`src/rtl/accum_pkg.sv`:
```
// =============================================================================
// Module : accum_pkg
// Brief  : Shared defaults, FSM state encoding and count sizing for accum_drain.
// Rev    : 1.0 - initial release
// =============================================================================
`default_nettype none

package accum_pkg;

    localparam int A_BITS_DEF      = 32;
    localparam int O_BITS_DEF      = 8;
    localparam int FIFO_LENGTH_DEF = 8;
    localparam int SHIFT_DEF       = 8;

    typedef logic [1:0] state_t;

    localparam state_t ST_IDLE  = 2'd0;
    localparam state_t ST_DRAIN = 2'd1;
    localparam state_t ST_FLUSH = 2'd2;

    function automatic int cnt_width(input int fifo_length);
        return $clog2(fifo_length + 1);
    endfunction

endpackage

`default_nettype wire

```
`src/rtl/requant_sat.sv`:
```
// =============================================================================
// Module : requant_sat
// Brief  : Combinational round-half-up, arithmetic shift, optional ReLU and
//          saturation of an accumulator word. ReLU/unsigned output is selected
//          by ACCUM_DRAIN_RELU_EN; otherwise the output is signed-saturated.
// Rev    : 1.0 - initial release
// =============================================================================
`default_nettype none

module requant_sat #(
    parameter int A_BITS = 32,
    parameter int O_BITS = 8,
    parameter int SHIFT  = 8
) (
    input  logic [A_BITS-1:0] a_in,
    output logic [O_BITS-1:0] q_out
);

    // One guard bit keeps the rounding add from overflowing at the positive limit.
    logic signed [A_BITS:0] w_ext;
    logic signed [A_BITS:0] w_rnd;
    logic signed [A_BITS:0] w_shf;

    assign w_ext = $signed({a_in[A_BITS-1], a_in});

    generate
        if (SHIFT > 0) begin : g_round
            localparam logic signed [A_BITS:0] c_half = (A_BITS+1)'(1) << (SHIFT - 1);
            assign w_rnd = w_ext + c_half;
        end else begin : g_no_round
            assign w_rnd = w_ext;
        end
    endgenerate

    assign w_shf = w_rnd >>> SHIFT;

`ifdef ACCUM_DRAIN_RELU_EN
    localparam logic signed [A_BITS:0] c_umax = (A_BITS+1)'((64'd1 << O_BITS) - 64'd1);

    always_comb begin
        q_out = w_shf[O_BITS-1:0];
        if (w_shf[A_BITS]) begin
            q_out = '0;
        end else if (w_shf > c_umax) begin
            q_out = '1;
        end
    end
`else
    localparam logic signed [A_BITS:0] c_smax = (A_BITS+1)'((64'd1 << (O_BITS - 1)) - 64'd1);
    localparam logic signed [A_BITS:0] c_smin = ~c_smax;

    always_comb begin
        q_out = w_shf[O_BITS-1:0];
        if (w_shf > c_smax) begin
            q_out = {1'b0, {(O_BITS-1){1'b1}}};
        end else if (w_shf < c_smin) begin
            q_out = {1'b1, {(O_BITS-1){1'b0}}};
        end
    end
`endif

endmodule

`default_nettype wire

```
`src/rtl/accum_drain.sv`:
```
// =============================================================================
// Module : accum_drain
// Brief  : Drains FIFO_LENGTH partial sums from the accumulate queue, requantizes
//          them and streams them over valid/ready with queue backpressure.
//          Output activation selected by ACCUM_DRAIN_RELU_EN (see requant_sat).
// Rev    : 1.0 - initial release
// =============================================================================
`default_nettype none

module accum_drain
    import accum_pkg::*;
#(
    parameter int A_BITS      = A_BITS_DEF,
    parameter int O_BITS      = O_BITS_DEF,
    parameter int FIFO_LENGTH = FIFO_LENGTH_DEF,
    parameter int SHIFT       = SHIFT_DEF
) (
    input  logic              clock,
    input  logic              reset,
    input  logic              drain_start,
    input  logic [A_BITS-1:0] a_in,
    output logic              stall,
    output logic              out_valid,
    input  logic              out_ready,
    output logic [O_BITS-1:0] out_data,
    output logic              out_last,
    output logic              busy
);

    localparam int            CW         = cnt_width(FIFO_LENGTH);
    localparam logic [CW-1:0] c_last_idx = CW'(FIFO_LENGTH - 1);

    state_t            r_state;
    logic [CW-1:0]     r_count;
    logic              r_valid;
    logic              r_last;
    logic [O_BITS-1:0] r_data;
    logic [O_BITS-1:0] w_q;
    logic              w_capture;
    logic              w_accept;
    logic              w_final;

    requant_sat #(
        .A_BITS (A_BITS),
        .O_BITS (O_BITS),
        .SHIFT  (SHIFT)
    ) u_requant (
        .a_in  (a_in),
        .q_out (w_q)
    );

    // Backpressure only while draining, so the queue runs freely between bursts.
    assign stall     = (r_state == ST_DRAIN) && r_valid && !out_ready;
    assign w_capture = (r_state == ST_DRAIN) && !stall;
    assign w_accept  = r_valid && out_ready;
    assign w_final   = (r_count == c_last_idx);

    always_ff @(posedge clock) begin
        if (reset) begin
            r_state <= ST_IDLE;
            r_count <= '0;
            r_valid <= 1'b0;
            r_last  <= 1'b0;
            r_data  <= '0;
        end else begin
            case (r_state)
                ST_IDLE:  if (drain_start) r_state <= ST_DRAIN;
                ST_DRAIN: if (w_capture && w_final) r_state <= ST_FLUSH;
                ST_FLUSH: if (w_accept && r_last) r_state <= ST_IDLE;
                default:  r_state <= ST_IDLE;
            endcase

            if (w_capture) begin
                r_data  <= w_q;
                r_valid <= 1'b1;
                r_last  <= w_final;
                r_count <= w_final ? '0 : r_count + 1'b1;
            end else if (w_accept) begin
                r_valid <= 1'b0;
                r_last  <= 1'b0;
            end
        end
    end

    assign out_valid = r_valid;
    assign out_last  = r_last;
    assign out_data  = r_data;
    assign busy      = (r_state != ST_IDLE);

endmodule

`default_nettype wire
```
`config.mk`:
```
export PLATFORM = sky130hd
export DESIGN_NAME = accum_drain
export DESIGN_NICKNAME = d
export VERILOG_FILES = /design/src/rtl/accum_pkg.sv /design/src/rtl/requant_sat.sv /design/src/rtl/accum_drain.sv
export SDC_FILE = /design/constraint.sdc
export NUM_CORES = 1
export LEC_CHECK = 0
export CORE_ASPECT_RATIO = 0.75
export CORE_MARGIN = 5
export CORE_UTILIZATION = 30
export DETAILED_ROUTE_END_ITERATION = 8
export SLEW_MARGIN = 15
export SYNTH_ARGS = -nofsm -noshare
export SYNTH_HDL_FRONTEND = slang
export SYNTH_SLANG_ARGS = --single-unit
```
`constraint.sdc`:
```
create_clock -name clock -period 2.5 [get_ports clock]
set_clock_uncertainty 0.2 [all_clocks]
set_input_delay 0.25 -clock clock [delete_from_list [all_inputs] [get_ports clock]]
set_output_delay 0.25 -clock clock [all_outputs]
set_load 0.005 [all_outputs]
```
Word-level counts from Yosys, hierarchy flattened

Index checks and enable logic that the tools add are counted.

Reductions and logical operators: 12
$add $sub $neg: 2
Muxes and demuxes: 10
Order comparisons: 2
Eq/ne operators: 6

Operator list:

| cell                                                                             | number |
|---|---|
| 32-bit by 9-bit adder with 33-bit output, second input constant                  | 1 |
| 25-bit by 8-bit greater-than comparator with 1-bit output, second input constant | 1 |
| 25-bit by 8-bit less-than comparator with 1-bit output, second input constant    | 1 |
| 8-bit 2-to-1 mux                                                                 | 2 |
| 1-bit logical AND                                                                | 6 |
| 2-bit 2-to-1 mux                                                                 | 3 |
| 2-bit one-hot mux with 3 select lines                                            | 1 |
| 4-bit by 1-bit adder with 4-bit output, second input constant                    | 1 |
| 4-bit by 3-bit == test with 1-bit output, second input constant                  | 1 |
| 4-bit 2-to-1 mux                                                                 | 1 |
| 2-bit != test, second input constant                                             | 2 |
| 2-bit nonzero test                                                               | 2 |
| 1-bit 2-to-1 mux                                                                 | 3 |
| 3-bit AND reduction                                                              | 1 |
| 2-bit by 1-bit == test with 1-bit output, second input constant                  | 1 |
| 2-bit == test, second input constant                                             | 1 |
| 1-bit logical NOT                                                                | 2 |
| 2-bit logical NOT                                                                | 1 |
| 2-bit by 1-bit != test with 1-bit output, second input constant                  | 1 |

Output and inout port bits: 12
Logic and storage cells: 37
Bits of input ports: 36
Flip-flop bits (word level): 16

Depth between registers and ports, before layout

Word-level depth: 8
Depth in mapped cells: 9

Cells and area by module

From an unflattened synthesis, not the netlist that was laid out.

Cells, all modules: 210
Area total of the unflattened synthesis: 1552.7 um^2

Modules (own cells, without submodules):

| module      | instances | cells an instance | seq. area each (um^2) | area an instance (um^2) |
|---|---|---|---|---|
| requant_sat | 1         | 131               | 0.0                   | 857.1 |
| accum_drain | 1         | 79                | 320.3                 | 695.7 |

Least setup slack after synthesis

OpenSTA, ideal clock, no wires.

Path type: input to register
Start: input port a_in[7]
End: register r_data[0], in the netlist out_data[0]
Library setup time: 134 ps
Buffers on the path: 1
Required time: 2166 ps
Stages: 9
Slack: -130 ps
Arrival: 2296 ps
Cell sequence: ha_1 > buf_2 > nand4_1 > or4_1 > xnor2_1 > nor4_1 > nand4_1 > a2111oi_4 > o31ai_1

Cells in the longest elaborated chain, start to end: 4

Ends and longest elaborated chain:

| element                                                | line              | RTL |
|---|---|---|
| start: declaration                                     | accum_drain.sv:21 | `input logic [A_BITS-1:0] a_in,` |
| 32-bit by 9-bit adder with 33-bit output *             | requant_sat.sv:29 | `assign w_rnd = w_ext + c_half;` |
| 25-bit by 8-bit less-than comparator with 1-bit output | requant_sat.sv:56 | `end else if (w_shf < c_smin) begin` |
| 8-bit 2-to-1 mux                                       | requant_sat.sv:56 |  |
| 8-bit 2-to-1 mux *                                     | requant_sat.sv:54 | `if (w_shf > c_smax) begin` |
| end signal: assignment                                 | accum_drain.sv:74 | `r_data <= w_q;` |
| end: declaration                                       | accum_drain.sv:37 | `logic [O_BITS-1:0] r_data;` |

Mark *: on every way between the ends. The rest lies on a longest branch, timed or not.
A chain may end at the register's enable or synchronous reset.

Final worst setup path

Start: input port a_in[20]
End: register r_data[5], in the netlist out_data[5]

The elaborated chain is that of the path after synthesis.

==> results_dict.tcl <==
set metrics [dict create \
    synth_compound_area_share_pct 23.8 \
    reg2reg_depth 8 \
    p_int_w 0.000536 \
    final_common_cell "buf_4" \
    drive_gt1_share_pct 35.2 \
    cp-end-kind "register" \
    p_sw_share_pct 29.3 \
    path_cells "dlygate4sd2_1 > buf_4 > inv_1 > or4_4 > xnor2_4 > nor4_2 > nand4_1 > a2111oi_4 > buf_4 > o31ai_1" \
    reg2reg_slack_ps 440 \
    synthesis.nets 226 \
    r2r-start "r_state[1]" \
    place_ws_ps -586 \
    synth_ff_type "dfxtp_1" \
    r2r_end "out_data[5]" \
    crit_type "in -> reg" \
    die_width_um 90.9 \
    grt_usage_pct 14.3 \
    setup_viol 0 \
    status "completed" \
    clk_pin_slew_ps 60 \
    max_freq_mhz 416 \
    core_area_mm2 0.00482 \
    vias 1840 \
    synth_cell_types 47 \
    p_switching_w 0.000222 \
    seq_area_um2 320 \
    crit_path_top_delay_cell "or4_4" \
    cts.sinks 16 \
    worst-path-max-fanout 7 \
    start_util_pct 30.6 \
    layout_common_cells "59 x buf_4, 23 x clkdlybuf4s50_1, 22 x nor2_1" \
    dpl.hpwl_um 3710 \
    ant_nets 0 \
    power_density_mw_per_mm2 299 \
    worstHoldPathType "in -> reg" \
    async_flop_share_pct 0 \
    fin_util_pct 52.6 \
    setup_tns_ps 0 \
    num_antenna_cells 0 \
    clk_latency_ps 250 \
    ys_warn_count 0 \
    ys_ff_latch 16 \
    fin_nets 327 \
    fin_total_pwr_w 0.000758 \
    hold_violations 0 \
    wire_per_inst_um 13.9 \
    wl_um 4810 \
    cts-root-buf "clkbuf_8" \
    drv_cap 0 \
    start_kind "input pin" \
    power.leakage_nw 0.995 \
    remaining_drc_errors 0 \
    layout_min_cycle_time_ps 2410 \
    holdBufCountCts 0 \
    synthMuxAreaShare_pct 2.21 \
    overflow 0 \
    whs_path_depth 4 \
    synth_fa_ha_area_share_pct 1.70 \
    clkPwrFrac_pct 25.1 \
    die-area_mm2 0.00643 \
    cts_tree "yes" \
    required_ps 2410 \
    synth_top_family_by_area "simple AND/OR/NAND/NOR gates" \
    critPathLaunch "a_in[20]" \
    grt_pass1_vias 1700 \
    antenna_found_initial 0 \
    finalCritPeriodShare_pct 96.2 \
    min-delay-start "a_in[8]" \
    grt_max_degree 18 \
    num_rows 22 \
    die_h_um 70.7 \
    relSlewSlack_pct 60.2 \
    drt_iter0_markers 92 \
    seq_power_share_pct 38.0 \
    critPathMaxStageDelay_ps 560 \
    firstDrtPassIters 4 \
    tightest_slew_ps 595 \
    yosys.area_share.simple_pct 39.9 \
    cpLargestDelayFamily "simple AND/OR/NAND/NOR gates" \
    yosysSeqAreaShare_pct 21.7 \
    gp_congestion 0.817 \
    p_comb_share_pct 36.9 \
    io_pins 48 \
    multi_input_area_mm2 0.00125 \
    cpMostUsedCell "buf_4" \
    setup_slack_ps 94.6 \
    cts_max_path_buffers 2 \
    grt_pass1_wl_um 7820 \
    synthXorXnorAreaFrac_pct 8.32 \
    syn_area_mm2 0.00147 \
    path_buf_inv 4 \
    crit_cells 10 \
    cts_inserted_buffers 3 \
    syn-mean-instance-area_um2 7.84 \
    port_buffers 40 \
    synth_edf_count 0 \
    arrival_ps 2320 \
    vias_per_cell 5.30 \
    cts_max_level 1 \
    vdd_drop_max_v 0.000329 \
    min_to "out_data[0]" \
    syn_inst 188 \
    n_fill_cell 456 \
    slew_viol_final 0 \
    area_delta_synth_final_pct 72.0 \
]
## tightest hold or removal path, delay by kind of cell
family,cells,cell delay (ps)
buf+inv,1,110
compound gates,2,140
fa+ha+maj,1,130
## final cells by class
cell class / instances / share of cell area (%)
Multi-Input combinational cell: 163 / 49.3
Timing Repair Buffer: 101 / 32.9
Sequential cell: 16 / 12.6
Tap cell: 60 / 2.96
Clock buffer: 3 / 1.63
Inverter: 4 / 0.592
## Yosys cell counts, drive strengths merged (3+ instances only)
library cell  instances  area share (%)
nor2                 24             6.1
dfxtp                16              22
nand2                13             3.3
nand3                12             4.1
nor4                  9             6.9
nand4                 8             4.8
o31ai                 8             4.4
a21oi                 7             2.4
o21ai                 7             2.4
xnor2                 7             4.2
xor2                  7             4.2
o21bai                6             3.1
and3                  5             2.1
nand2b                5             2.1
nor3                  5             1.7
clkbuf                4             1.0
inv                   4             1.0
o32ai                 4             2.4
nand3b                3             1.5
nor4b                 3             1.8
o211ai                3             1.5
or2                   3             1.3
## registers in the layout, indices dropped and copies added (netlist names)
register and cells:
out_data 8, out_valid 1, r_state 2, out_last 1, r_count 4
## cells by family after synthesis
group                    count (synthesis)
XOR/XNOR                                14
AND/OR/NAND/NOR                         98
buffers and inverters                    9
flip-flops                              16
AO/OA/AOI/OAI                           46
multiplexers                             3
adder cells (fa/ha/maj)                  2
## timing repair
action / 4_1_cts / 5_1_grt
pin swaps: 13 / 9
endpoints found under the setup margin: 7 / 7
buffers inserted: 7 / 3
resized for setup: 31 / 24
## how the worst max path moves through the flow
stage / endpoint / slack, ps
after global routing: out_data[5] / -1
after detailed placement: out_data[0] / -590
after global placement: out_data[3] / -530
after floorplan: out_data[0] / -130
after CTS: out_data[5] / 7
final: out_data[5] / 90
## power groups by stage
stage                     registers [W]  clock network [W]  logic [W]
after global routing           0.000291           0.000205   0.000304
after CTS                      0.000289           0.000193   0.000276
final                          0.000288           0.000191   0.000280
after global placement         0.000294                  0   0.000269
after detailed placement       0.000294                  0   0.000273
after floorplan                0.000293                  0  0.0000986
## layer usage
layer | GRT usage, % | part of all wire, %
met5 | 0 | 0
met4 | 1.47 | 0.33
met3 | 2.87 | 7.4
met2 | 21.7 | 44
met1 | 21.5 | 48
## stage by stage
stage / instances / hold WS, ps / cell area [µm²]
after global placement: 334 / 255 / 2320
after floorplan: 188 / 214 / 1490
final: 347 / 213 / 2530
after detailed placement: 334 / 259 / 2320
after CTS: 344 / 268 / 2500
after global routing: 347 / 243 / 2530
Note: power is estimated with default switching activity, not from simulation.
